===== src/rtl/regfile_sched_pkg.sv =====
// Shared constants and types for the register-file writeback scheduler.
// The bypass feature (WB_BYPASS_EN) is configured in the interface and the top.
package regfile_sched_pkg;

  localparam int unsigned XLEN     = 32;
  localparam int unsigned NUM_REGS = 32;
  localparam int unsigned ADDR_W   = $clog2(NUM_REGS);

  typedef logic [ADDR_W-1:0] reg_idx_t;

  // Requester identity; also the encoding of the round-robin pointer.
  typedef enum logic {
    WB_ALU = 1'b0,
    WB_MEM = 1'b1
  } wb_src_e;

endpackage


===== src/rtl/regfile_wb_scheduler_if.sv =====
// Issue, writeback-request and register-file write bundle of the scheduler.
// Optional byp1/byp2 signals exist only when WB_BYPASS_EN is defined.
interface regfile_wb_scheduler_if;
  import regfile_sched_pkg::*;

  logic                issue_valid;
  reg_idx_t            issue_rd;
  reg_idx_t            rs1;
  reg_idx_t            rs2;
  logic                stall;

  logic                alu_valid;
  reg_idx_t            alu_rd;
  logic [XLEN-1:0]     alu_data;
  logic                alu_ready;

  logic                mem_valid;
  reg_idx_t            mem_rd;
  logic [XLEN-1:0]     mem_data;
  logic                mem_ready;

  logic                regwrite;
  reg_idx_t            rd;
  logic [XLEN-1:0]     wd3;
  logic [NUM_REGS-1:0] busy;

`ifdef WB_BYPASS_EN
  logic                byp1;
  logic                byp2;
`endif

  modport slave (
`ifdef WB_BYPASS_EN
    output byp1, byp2,
`endif
    input  issue_valid, issue_rd, rs1, rs2,
    input  alu_valid, alu_rd, alu_data,
    input  mem_valid, mem_rd, mem_data,
    output stall, alu_ready, mem_ready,
    output regwrite, rd, wd3, busy
  );

  modport master (
`ifdef WB_BYPASS_EN
    input  byp1, byp2,
`endif
    output issue_valid, issue_rd, rs1, rs2,
    output alu_valid, alu_rd, alu_data,
    output mem_valid, mem_rd, mem_data,
    input  stall, alu_ready, mem_ready,
    input  regwrite, rd, wd3, busy
  );

endinterface


===== src/rtl/rr_arbiter2.sv =====
// Two-requester round-robin arbiter; req/gnt bit 0 is ALU, bit 1 is MEM.
// The pointer names the favoured side and moves only when a grant is issued.
module rr_arbiter2
  import regfile_sched_pkg::*;
(
  input  logic       clk,
  input  logic       rst,
  input  logic [1:0] req,
  output logic [1:0] gnt
);

  wb_src_e ptr_q, ptr_d;

  always_comb begin
    gnt = req;
    if (req == 2'b11) begin
      gnt = (ptr_q == WB_ALU) ? 2'b01 : 2'b10;
    end
  end

  // Grant implies valid, so every grant is a transfer.
  always_comb begin
    ptr_d = ptr_q;
    if (gnt[0]) begin
      ptr_d = WB_MEM;
    end else if (gnt[1]) begin
      ptr_d = WB_ALU;
    end
  end

  always_ff @(posedge clk) begin
    if (rst) begin
      ptr_q <= WB_ALU;
    end else begin
      ptr_q <= ptr_d;
    end
  end

endmodule


===== src/rtl/regfile_wb_scheduler.sv =====
// Register-file write-port owner: round-robin writeback arbitration, registered
// write stage and pending-write scoreboard. Optional feature macro: WB_BYPASS_EN.
module regfile_wb_scheduler
  import regfile_sched_pkg::*;
(
  input logic                    clk,
  input logic                    rst,
  regfile_wb_scheduler_if.slave  bus
);

  logic [1:0]          req;
  logic [1:0]          gnt;
  reg_idx_t            sel_rd;
  logic [XLEN-1:0]     sel_data;
  logic                xfer;

  logic                regwrite_q, regwrite_d;
  reg_idx_t            rd_q, rd_d;
  logic [XLEN-1:0]     wd3_q, wd3_d;
  logic [NUM_REGS-1:0] busy_q, busy_d;

  logic                haz_rs1;
  logic                haz_rs2;
  logic                stall;

  assign req = {bus.mem_valid, bus.alu_valid};

  rr_arbiter2 u_arb (
    .clk (clk),
    .rst (rst),
    .req (req),
    .gnt (gnt)
  );

  assign bus.alu_ready = gnt[0];
  assign bus.mem_ready = gnt[1];

  assign xfer     = |gnt;
  assign sel_rd   = gnt[1] ? bus.mem_rd   : bus.alu_rd;
  assign sel_data = gnt[1] ? bus.mem_data : bus.alu_data;

  // x0 transfers are accepted but never reach the register file.
  always_comb begin
    regwrite_d = 1'b0;
    rd_d       = rd_q;
    wd3_d      = wd3_q;
    if (xfer && (sel_rd != '0)) begin
      regwrite_d = 1'b1;
      rd_d       = sel_rd;
      wd3_d      = sel_data;
    end
  end

`ifdef WB_BYPASS_EN
  logic byp1;
  logic byp2;

  assign byp1 = regwrite_q && (rd_q != '0) && (rd_q == bus.rs1);
  assign byp2 = regwrite_q && (rd_q != '0) && (rd_q == bus.rs2);
  assign bus.byp1 = byp1;
  assign bus.byp2 = byp2;

  // A source being written this cycle is forwarded from wd3, so it needs no stall.
  assign haz_rs1 = busy_q[bus.rs1] && !byp1;
  assign haz_rs2 = busy_q[bus.rs2] && !byp2;
`else
  assign haz_rs1 = busy_q[bus.rs1];
  assign haz_rs2 = busy_q[bus.rs2];
`endif

  assign stall     = bus.issue_valid && (haz_rs1 || haz_rs2 || busy_q[bus.issue_rd]);
  assign bus.stall = stall;

  // Clear first so an issue to the same register in the same cycle wins.
  always_comb begin
    busy_d = busy_q;
    if (regwrite_q) begin
      busy_d[rd_q] = 1'b0;
    end
    if (bus.issue_valid && !stall && (bus.issue_rd != '0)) begin
      busy_d[bus.issue_rd] = 1'b1;
    end
    busy_d[0] = 1'b0;
  end

  always_ff @(posedge clk) begin
    if (rst) begin
      regwrite_q <= 1'b0;
      rd_q       <= '0;
      wd3_q      <= '0;
      busy_q     <= '0;
    end else begin
      regwrite_q <= regwrite_d;
      rd_q       <= rd_d;
      wd3_q      <= wd3_d;
      busy_q     <= busy_d;
    end
  end

  assign bus.regwrite = regwrite_q;
  assign bus.rd       = rd_q;
  assign bus.wd3      = wd3_q;
  assign bus.busy     = busy_q;

endmodule

===== src/flat_wrapper.sv =====
// flat-port wrapper written by rule: the top's interface ports become plain ports
module regfile_wb_scheduler_flat import regfile_sched_pkg::*;
  (clk, rst, bus_issue_valid, bus_issue_rd, bus_rs1, bus_rs2, bus_alu_valid, bus_alu_rd, bus_alu_data, bus_mem_valid, bus_mem_rd, bus_mem_data, bus_stall, bus_alu_ready, bus_mem_ready, bus_regwrite, bus_rd, bus_wd3, bus_busy);
  regfile_wb_scheduler_if bus_i ();
  input logic clk;
  input logic rst;
  input wire logic [$bits(bus_i.issue_valid)-1:0] bus_issue_valid;
  input wire logic [$bits(bus_i.issue_rd)-1:0] bus_issue_rd;
  input wire logic [$bits(bus_i.rs1)-1:0] bus_rs1;
  input wire logic [$bits(bus_i.rs2)-1:0] bus_rs2;
  input wire logic [$bits(bus_i.alu_valid)-1:0] bus_alu_valid;
  input wire logic [$bits(bus_i.alu_rd)-1:0] bus_alu_rd;
  input wire logic [$bits(bus_i.alu_data)-1:0] bus_alu_data;
  input wire logic [$bits(bus_i.mem_valid)-1:0] bus_mem_valid;
  input wire logic [$bits(bus_i.mem_rd)-1:0] bus_mem_rd;
  input wire logic [$bits(bus_i.mem_data)-1:0] bus_mem_data;
  output wire logic [$bits(bus_i.stall)-1:0] bus_stall;
  output wire logic [$bits(bus_i.alu_ready)-1:0] bus_alu_ready;
  output wire logic [$bits(bus_i.mem_ready)-1:0] bus_mem_ready;
  output wire logic [$bits(bus_i.regwrite)-1:0] bus_regwrite;
  output wire logic [$bits(bus_i.rd)-1:0] bus_rd;
  output wire logic [$bits(bus_i.wd3)-1:0] bus_wd3;
  output wire logic [$bits(bus_i.busy)-1:0] bus_busy;
  assign bus_i.issue_valid = bus_issue_valid;
  assign bus_i.issue_rd = bus_issue_rd;
  assign bus_i.rs1 = bus_rs1;
  assign bus_i.rs2 = bus_rs2;
  assign bus_i.alu_valid = bus_alu_valid;
  assign bus_i.alu_rd = bus_alu_rd;
  assign bus_i.alu_data = bus_alu_data;
  assign bus_i.mem_valid = bus_mem_valid;
  assign bus_i.mem_rd = bus_mem_rd;
  assign bus_i.mem_data = bus_mem_data;
  assign bus_stall = bus_i.stall;
  assign bus_alu_ready = bus_i.alu_ready;
  assign bus_mem_ready = bus_i.mem_ready;
  assign bus_regwrite = bus_i.regwrite;
  assign bus_rd = bus_i.rd;
  assign bus_wd3 = bus_i.wd3;
  assign bus_busy = bus_i.busy;
  regfile_wb_scheduler u_core (.clk(clk), .rst(rst), .bus(bus_i));
endmodule

===== config.mk =====
export PLATFORM = sky130hd
export DESIGN_NAME = regfile_wb_scheduler_flat
export DESIGN_NICKNAME = d
export VERILOG_FILES = /design/src/rtl/regfile_sched_pkg.sv /design/src/rtl/regfile_wb_scheduler_if.sv /design/src/rtl/rr_arbiter2.sv /design/src/rtl/regfile_wb_scheduler.sv /design/src/flat_wrapper.sv
export SDC_FILE = /design/constraint.sdc
export NUM_CORES = 1
export LEC_CHECK = 0
export ABC_AREA = 0
export BUFFER_PORTS_ARGS = -buffer_cell sky130_fd_sc_hd__buf_2
export CAP_MARGIN = 20
export CORE_MARGIN = 5
export CORE_UTILIZATION = 49
export DETAILED_ROUTE_END_ITERATION = 10
export GPL_TIMING_DRIVEN = 0
export PLACE_DENSITY_LB_ADDON = 0.05
export RECOVER_POWER = 25
export SYNTH_ARGS = -nofsm -noshare
export SYNTH_HDL_FRONTEND = slang
export SYNTH_SLANG_ARGS = --single-unit

===== constraint.sdc =====
create_clock -name clk -period 3.75 [get_ports clk]
set_input_delay 1.125 -clock clk [delete_from_list [all_inputs] [get_ports clk]]
set_output_delay 1.125 -clock clk [all_outputs]
set_load 0.1 [all_outputs]

==> flow_summary.json, run 1 <==
{
  "pin_count": 167,
  "vias": 4573,
  "cts_tree": "built",
  "rrSetupSlack_ns": 1.42,
  "fin_skew_ns": 0.00928,
  "drt_pass1_iterations": 5,
  "hold_path_depth": 2,
  "hold_buffers": 0,
  "layout_min_cycle_time_ns": 3.79,
  "dp.cells": 762,
  "std_cell_rows": 33,
  "power_leakage_nw": 2.33,
  "grt_pass1_wl_um": 22300,
  "r2r_cells": 6,
  "ys_async_sr_fraction_pct": 0,
  "htree_num_levels": 3,
  "start_kind": "primary input",
  "die_w_um": 101,
  "drv_cap": 0,
  "final_cell_area_sq_um": 5500,
  "cts.sinks": 70,
  "tightest_slew_ns": 1.21,
  "final_antenna_net_count": 0,
  "synthCells": 498,
  "overflow": 0,
  "nets": 772,
  "synthTopCellsByArea": "dfxtp_1 34%, nand2_1 8.7%, a311oi_1 7.5%",
  "routabilityCongestion": 0.917,
  "netlist_top_cells_count": "94 x nand2_1, 70 x dfxtp_1, 48 x nor2_1",
  "seq_area_frac_synth_pct": 34.4,
  "netlist_area_sq_um": 4070,
  "grt_pass1_vias": 4529,
  "r2r_end": "u_core.bus.wd3[26]",
  "start_util_pct": 50.0,
  "syn_area_per_cell_sq_um": 8.17,
  "synth_seq_cells": 70,
  "setup.worst_path.class": "primary input to primary output",
  "hp-class": "flop to flop",
  "slowest_stage": "and4b_2",
  "cts_made_buffers": 9,
  "drv_slew": 0,
  "die_h_um": 101,
  "place_area_sq_um": 5020,
  "portBuffers": 159,
  "syn-num-nets": 592,
  "finalHoldViolCount": 0,
  "routedWlPerCell_um": 17.7,
  "cp_cell_sequence": "buf_2 -> buf_4 -> mux2i_1 -> a311oi_1 -> o211ai_1 -> and4b_2 -> a41oi_4 -> buf_12",
  "power_density_nw_per_um2": 425,
  "place_hpwl_um": 10700,
  "netlist-cell-type-count": 54,
  "ys.flop_type": "dfxtp_1",
  "area_delta_synth_final_pct": 35.3,
  "violations": "setup timing",
  "grt_antenna_before_repair": 0,
  "final-instance-count-excl-fill": 788,
  "grt_usage_pct": 27.6,
  "crit_fanout": 10,
  "cpPeakStageDelay_ns": 0.28,
  "n_antenna_cell": 0,
  "rsz0062_at_grt": "true",
  "end_kind": "primary output",
  "grt_start_max_net_pins": 13,
  "hold_end": "u_core.bus.wd3[13]",
  "postRouteWirelength_um": 14000,
  "status": "complete, but fails checks",
  "reg2reg_from": "u_core.u_arb.ptr_q",
  "routed_via_density": 5.80,
  "drive_above_1_share_pct": 29.6,
  "cp.arrival_ns": 2.67,
  "postLayoutSetupSlackWorst_ns": -0.0417,
  "drt_iter0_drc": 310,
  "max_slew_margin_pct": 19.8,
  "yosys.area.top_type": "dfxtp_1",
  "period_share_pct": 101,
  "clkTransAtPathRegs_ns": 0.07,
  "clk_path_buf_depth": 2,
  "cts_root_buf": "clkbuf_8",
  "synth_edf_count": 0,
  "n_fill_cell": 723,
  "fp.dieArea_sq_um": 10200,
  "clock_latency_ns": 0.36,
  "synth.top_cell.area_share_pct": 34.4,
  "setup_viol": 1,
  "utilization_pct": 67.7,
  "hp-start": "u_core.bus.wd3[13]",
  "yosysMostFrequentCell": "nand2_1",
  "crit_required_ns": 2.62,
  "vdd_ir_drop_max_mv": 0.269,
  "synth_warnings": 0,
  "core_sq_um": 8130,
  "drc": 0,
  "fmax_ghz": 0.264
}
flip-flops by register name, summed over array words and instances (netlist names):
register / flops
u_core.bus.busy: 31
u_core.bus.rd: 5
u_core.bus.regwrite: 1
u_core.bus.wd3: 32
u_core.u_arb.ptr_q: 1
how the worst max path moves through the flow:
stage                               start   endpoint  slack, ns  cells past startpoint
after floorplan                bus_rs2[2]  bus_stall      -0.23                      6
after global placement    bus_issue_rd[4]  bus_stall      -0.53                      8
after detailed placement  bus_issue_rd[4]  bus_stall      -0.54                      8
after CTS                 bus_issue_rd[0]  bus_stall      0.004                      8
after global routing           bus_rs1[0]  bus_stall       -0.1                      7
final                          bus_rs1[2]  bus_stall      -0.04                      8
metrics by stage:
step / hold slack [ns] / TNS (ns) / total power, mW / setup slack [ns]
5_1_grt: 0.521 / -0.0954 / 2.43 / -0.0954
6_report: 0.497 / -0.0417 / 2.34 / -0.0417
4_1_cts: 0.497 / 0 / 2.35 / 0.00370
3_3_place_gp: 0.481 / -0.529 / 1.52 / -0.529
3_5_place_dp: 0.487 / -0.535 / 1.52 / -0.535
2_1_floorplan: 0.469 / -0.226 / 1.37 / -0.226
final cells by class:
| class | instances | area (sq um) | area share [%] |
|---|---|---|---|
| clock inverter | 6 | 133 | 2.41 |
| multi-input combinational | 384 | 2590 | 47.1 |
| sequential | 70 | 1400 | 25.5 |
| tap | 105 | 131 | 2.39 |
| clock buffer | 10 | 138 | 2.50 |
| inverter | 6 | 22.5 | 0.409 |
| timing repair buffer | 169 | 852 | 15.5 |
| buffer | 38 | 235 | 4.27 |
where the power goes:
part           total [mW]  internal, mW  switching [mW]
logic               0.705         0.164           0.540
clock network       0.816         0.526           0.290
registers           0.820         0.788          0.0317
total                2.34          1.48           0.862
cells in the final DEF (no fill, tap or decap), types with 2 or more instances in the layout:
cell | synthesis | layout
a21oi_1 | 4 | 4
a222oi_1 | 3 | 3
a22oi_1 | 3 | 3
a311oi_1 | 35 | 35
buf_12 | 0 | 2
buf_2 | 6 | 122
buf_4 | 1 | 13
buf_6 | 3 | 3
buf_8 | 0 | 3
bufinv_16 | 0 | 4
clkbuf_1 | 26 | 58
clkbuf_2 | 0 | 2
clkbuf_4 | 0 | 2
clkbuf_8 | 0 | 11
dfxtp_1 | 70 | 70
inv_1 | 5 | 5
mux2_1 | 3 | 3
mux2i_1 | 26 | 25
mux4_2 | 9 | 9
nand2_1 | 94 | 94
nand2b_1 | 5 | 5
nand3_1 | 7 | 7
nand3b_1 | 24 | 24
nand4_2 | 4 | 4
nor2_1 | 48 | 48
nor2b_1 | 21 | 18
nor2b_4 | 0 | 2
nor3_1 | 4 | 2
nor3_2 | 0 | 2
nor3b_1 | 6 | 4
nor3b_2 | 0 | 2
nor4_1 | 4 | 4
o211ai_1 | 2 | 2
o21ai_0 | 18 | 18
o21ai_1 | 33 | 33
o22ai_1 | 2 | 2
or2_2 | 4 | 3
or4_1 | 2 | 2
cells by family after synthesis:
| family | after synthesis | synth area share, % |
|---|---|---|
| AND/OR/NAND/NOR | 231 | 28.4 |
| flip-flops | 70 | 34.4 |
| multiplexers | 38 | 12.2 |
| buffers and inverters | 44 | 4.89 |
| other | 1 | 0.0922 |
| AO/OA/AOI/OAI | 114 | 20.0 |
critical path, delay by kind of cell:
family	cells	cell delay, ns
AOI/OAI and AO/OA	3	0.61
buffers and inverters	3	0.50
and+or+nand+nor	1	0.28
muxes	1	0.14
timing repair:
item	4_1_cts	5_1_grt
pin swaps	8	2
setup buffers	10	0
gates resized for setup	33	12
setup endpoints to repair	1	2
routing by layer:
| layer | wire (um) | up-vias | global-route usage (%) |
|---|---|---|---|
| li1 | - | 2181 | - |
| met1 | 5380 | 2119 | 32.9 |
| met2 | 6800 | 243 | 47.0 |
| met3 | 1500 | 30 | 8.65 |
| met4 | 306 | 0 | 9.61 |
| met5 | 0 | - | 0 |
No activity file was read; power rests on OpenSTA's default activity.
==> run 2, diff against run 1 <==
--- a/config.mk
+++ b/config.mk
@@ -12,7 +12,7 @@
 export CORE_UTILIZATION = 49
 export DETAILED_ROUTE_END_ITERATION = 10
 export GPL_TIMING_DRIVEN = 0
-export PLACE_DENSITY_LB_ADDON = 0.05
+export PLACE_DENSITY = 0.81
 export RECOVER_POWER = 25
 export SYNTH_ARGS = -nofsm -noshare
 export SYNTH_HDL_FRONTEND = slang
==> flow_summary.json, run 2 (synthesis gave the netlist of run 1 again) <==
{
  "finalHoldViolCount": 0,
  "clk_path_buf_depth": 2,
  "grt_usage_pct": 27.8,
  "end_kind": "primary output",
  "place_area_sq_um": 5020,
  "grtUsageMet1_pct": 31.8,
  "period_share_pct": 102,
  "routedWlPerCell_um": 18.2,
  "overflow": 0,
  "place_ws_ns": -0.484,
  "die_h_um": 101,
  "cts.sinks": 70,
  "final_cell_area_sq_um": 5450,
  "setup_viol": 1,
  "gr-usage-met3_pct": 7.82,
  "pin_count": 167,
  "hold_path_depth": 2,
  "clkTransAtPathRegs_ns": 0.07,
  "start_util_pct": 50.0,
  "grt_start_max_net_pins": 14,
  "postRouteWirelength_um": 14400,
  "max_slew_margin_pct": 16.7,
  "drv_slew": 0,
  "crit_required_ns": 2.62,
  "tightest_slew_ns": 1.25,
  "rrSetupSlack_ns": 1.46,
  "drt_pass1_iterations": 5,
  "vdd_ir_drop_max_mv": 0.276,
  "start_kind": "primary input",
  "cts_tree": "built",
  "fmax_ghz": 0.262,
  "drv_cap": 0,
  "clock_latency_ns": 0.34,
  "layout_min_cycle_time_ns": 3.81,
  "utilization_pct": 67.0,
  "cts_root_buf": "clkbuf_8",
  "cp.depth": 7,
  "power_density_nw_per_um2": 382,
  "totalPowerFinal_mw": 2.08,
  "cp_cell_sequence": "buf_8 -> mux4_2 -> nand2b_4 -> nand4b_1 -> and4b_2 -> a41oi_4 -> buf_12",
  "power_leakage_nw": 2.29,
  "place_hpwl_um": 10900,
  "slowest_stage": "mux4_2",
  "nets": 775,
  "dp.cells": 762,
  "vias": 4640,
  "cpPeakStageDelay_ns": 0.50,
  "status": "complete, but fails checks",
  "grt_pass1_vias": 4692,
  "routed_via_density": 5.87,
  "grt_antenna_before_repair": 0,
  "final_common_cell": "buf_2",
  "final_cell_mix": "123 x buf_2, 94 x nand2_1, 70 x dfxtp_1",
  "postLayoutSetupSlackWorst_ns": -0.0619,
  "largest_reg_flops": 32,
  "area_delta_synth_final_pct": 34.0,
  "grt_pass1_wl_um": 22700,
  "htree_num_levels": 3,
  "rsz0062_at_grt": "true",
  "cp_top_family": "simple AND/OR/NAND/NOR gates",
  "n_antenna_cell": 0,
  "drt_iter0_drc": 288,
  "portBuffers": 159,
  "routabilityCongestion": 0.926,
  "core_sq_um": 8130,
  "setup.worst_path.class": "primary input to primary output",
  "r2r_cells": 6,
  "cts_made_buffers": 9,
  "critical_path_buf_inv_count": 2,
  "die_w_um": 101,
  "drive_above_1_share_pct": 29.9,
  "final_antenna_net_count": 0,
  "cp.arrival_ns": 2.69,
  "top_usage_layer": "met2",
  "final-instance-count-excl-fill": 791,
  "hp-class": "flop to flop",
  "fp.dieArea_sq_um": 10200,
  "met2_usage_pct": 47.5,
  "drc": 0,
  "crit_fanout": 9,
  "violations": "setup timing",
  "fin_skew_ns": 0.0165,
  "std_cell_rows": 33
}
run 2: cell count changes in the layout (fill, tap and decap cells not counted), sizes merged:
cell | previous run | this run
inv | 6 | 7
clkinvlp | 1 | 3
clkinv | 1 | 2
buf | 144 | 149
bufinv | 4 | 0
clkbuf | 73 | 71
run 2: stage by stage:
step | setup TNS, ns | hold WS [ns]
after detailed placement | -0.484 | 0.490
after global routing | -0.0924 | 0.523
after CTS | 0 | 0.501
final | -0.0619 | 0.498
after global placement | -0.450 | 0.479
after floorplan | -0.226 | 0.469
run 2: layout make-up:
class | count | area [sq um]
fill | 717 | 2680
multi-input combinational | 384 | 2590
sequential | 70 | 1400
timing repair buffer | 172 | 893
buffer | 38 | 234
clock buffer | 10 | 138
tap | 105 | 131
clock inverter | 6 | 45.0
inverter | 6 | 22.5
run 2: worst register-to-register path, delay by kind of cell, from the launching register on:
kind                   cells  cell delay, ns
AOI/OAI and AO/OA          2            0.63
DFF                        1            0.37
and+or+nand+nor            2            0.34
buffers and inverters      2            0.80
run 2: what timing repair did:
action / in CTS / in global routing
setup buffers: 13 / 0
resized for setup: 41 / 5
pin swaps: 10 / 0
hold buffers: 0 / 0
endpoints found under the setup margin: 1 / 2
run 2: per-layer routing:
metal  up-vias  wire length, um
met5         -                0
met4         0              477
met3        36             1370
met2       256             7070
met1      2164             5450
li1       2184                -
run 2: final timing paths:
| check | endpoint | startpoint |
|---|---|---|
| worst min register to register | u_core.bus.wd3[4] | u_core.bus.wd3[4] |
| worst min-delay path | u_core.bus.wd3[4] | u_core.bus.wd3[4] |
| worst max-delay path | bus_stall | bus_rs1[1] |
| worst max register to register | u_core.bus.wd3[23] | u_core.u_arb.ptr_q |
run 2: report_power, final:
group	internal (mW)	leakage (nW)	total (mW)	switching (mW)
clock	0.260	0.0849	0.551	0.291
combinational	0.168	1.63	0.711	0.543
sequential	0.788	0.574	0.821	0.0329
==> run 3, diff against run 2 <==
--- a/config.mk
+++ b/config.mk
@@ -8,11 +8,13 @@
 export ABC_AREA = 0
 export BUFFER_PORTS_ARGS = -buffer_cell sky130_fd_sc_hd__buf_2
 export CAP_MARGIN = 20
+export CELL_PAD_IN_SITES_DETAIL_PLACEMENT = 2
+export CELL_PAD_IN_SITES_GLOBAL_PLACEMENT = 2
 export CORE_MARGIN = 5
-export CORE_UTILIZATION = 49
+export CORE_UTILIZATION = 27
 export DETAILED_ROUTE_END_ITERATION = 10
 export GPL_TIMING_DRIVEN = 0
-export PLACE_DENSITY = 0.81
+export PLACE_DENSITY_LB_ADDON = 0.1
 export RECOVER_POWER = 25
 export SYNTH_ARGS = -nofsm -noshare
 export SYNTH_HDL_FRONTEND = slang
==> flow_summary.json, run 3 (synthesis gave the netlist of run 1 again) <==
{
  "die_w_um": 133,
  "grt_pass1_vias": 5214,
  "postLayoutSetupSlackWorst_ns": -0.0647,
  "final_antenna_net_count": 0,
  "drv_slew": 0,
  "end_kind": "primary output",
  "setup_viol": 1,
  "place_hpwl_um": 14300,
  "routed_via_density": 5.37,
  "setup.worst_path.class": "primary input to primary output",
  "hp-class": "flop to flop",
  "cts.sinks": 70,
  "layout_min_cycle_time_ns": 3.81,
  "vias": 4665,
  "routedWlPerCell_um": 21.3,
  "clock_latency_ns": 0.34,
  "routabilityCongestion": 0.884,
  "drive_above_1_share_pct": 29.5,
  "fmax_ghz": 0.262,
  "worstSetupEndpoint": "bus_stall",
  "critPathMostFrequentCell": "buf_12",
  "r2r_end": "u_core.bus.wd3[13]",
  "vdd_ir_drop_max_mv": 0.200,
  "grt_start_max_net_pins": 11,
  "overflow": 0,
  "htree_num_levels": 3,
  "grt_usage_pct": 21.1,
  "grt_antenna_before_repair": 5,
  "std_cell_rows": 44,
  "start_kind": "primary input",
  "violations": "setup timing",
  "cts_made_buffers": 9,
  "period_share_pct": 102,
  "cp.arrival_ns": 2.69,
  "finalHoldViolCount": 0,
  "grt_pass1_wl_um": 29500,
  "postRouteWirelength_um": 18500,
  "start_util_pct": 27.8,
  "crit_fanout": 6,
  "tightest_slew_ns": 1.24,
  "power_leakage_nw": 2.33,
  "r2r_cells": 7,
  "drt_iter0_drc": 172,
  "cp-startpoint": "bus_rs1[0]",
  "clkTransAtPathRegs_ns": 0.05,
  "final_cell_mix": "121 x buf_2, 94 x nand2_1, 70 x dfxtp_1",
  "clk_path_buf_depth": 2,
  "fp.dieArea_sq_um": 17600,
  "max_slew_margin_pct": 18.0,
  "fin_skew_ns": 0.00713,
  "portBuffers": 159,
  "slowest_stage": "mux4_2",
  "place_ws_ns": -0.593,
  "drc": 0,
  "core_sq_um": 14600,
  "crit_required_ns": 2.62,
  "final_common_cell": "buf_2",
  "totalPowerFinal_mw": 2.38,
  "area_delta_synth_final_pct": 39.9,
  "status": "complete, but fails checks",
  "cpPeakStageDelay_ns": 0.51,
  "power_density_nw_per_um2": 419,
  "rrSetupSlack_ns": 1.27,
  "die_h_um": 133,
  "cp_cell_sequence": "buf_12 -> mux4_2 -> mux2i_2 -> nor3b_2 -> a221oi_4 -> a41oi_4 -> buf_12",
  "pin_count": 167,
  "drt_pass1_iterations": 5,
  "drv_cap": 0,
  "reg2reg_from": "u_core.u_arb.ptr_q",
  "largest_reg_flops": 32,
  "nets": 773,
  "rsz0062_at_grt": "true",
  "cts_tree": "built",
  "cts_root_buf": "clkbuf_16",
  "timing.setup.tns_ns": -0.0647
}
## run 3: what timing repair did
item,4_1_cts,5_1_grt
hold endpoints to repair,0,0
gates resized for setup,59,2
hold buffers,0,0
buffers inserted,12,0
setup endpoints to repair,1,2
pin swaps,11,0
## run 3: cell type report
class	count	area (sq um)
timing repair buffer	171	880
inverter	6	22.5
multi-input combinational	384	2600
buffer	37	270
clock buffer	16	282
antenna	1	2.50
sequential	70	1400
tap	184	230
fill	1698	8950
## run 3: power breakdown
group	internal [mW]	switching, mW
Sequential	0.789	0.0324
Clock	0.503	0.322
Combinational	0.172	0.562
## run 3: how the worst min path moves through the flow
stage | startpoint | to | slack, ns | depth (start not counted)
finish | u_core.bus.wd3[29] | u_core.bus.wd3[29] | 0.50 | 2
detailed placement | u_core.bus.wd3[22] | u_core.bus.wd3[22] | 0.49 | 2
floorplan | u_core.u_arb.ptr_q | u_core.u_arb.ptr_q | 0.47 | 2
CTS | u_core.bus.wd3[1] | u_core.bus.wd3[1] | 0.50 | 2
global placement | u_core.u_arb.ptr_q | u_core.u_arb.ptr_q | 0.48 | 2
global route | u_core.bus.wd3[30] | u_core.bus.wd3[30] | 0.52 | 2
## run 3: per-layer routing
metal | part of all wire (%) | GRT usage [%] | wire length (um)
met4 | 1.9 | 6.29 | 358
met3 | 8.2 | 7.48 | 1520
met1 | 40 | 24.1 | 7410
met2 | 49 | 37.0 | 9160
met5 | 0.32 | 0 | 60
## run 3: stage by stage
stage / utilization, % / hold WS, ns / cell area (sq um) / std cells
floorplan: - / 0.469 / 4100 / 498
global placement: 35.0 / 0.482 / 5120 / 841
detailed placement: 35.0 / 0.492 / 5120 / 841
CTS: 39.1 / 0.505 / 5730 / 869
global route: 38.8 / 0.524 / 5690 / 868
finish: 38.9 / 0.501 / 5690 / 869
## run 3: worst max-delay path: cells and delay by family
kind / cells / cell delay, ns
mux: 2 / 0.72
buf+inv: 2 / 0.29
compound gates: 2 / 0.46
simple gates: 1 / 0.09
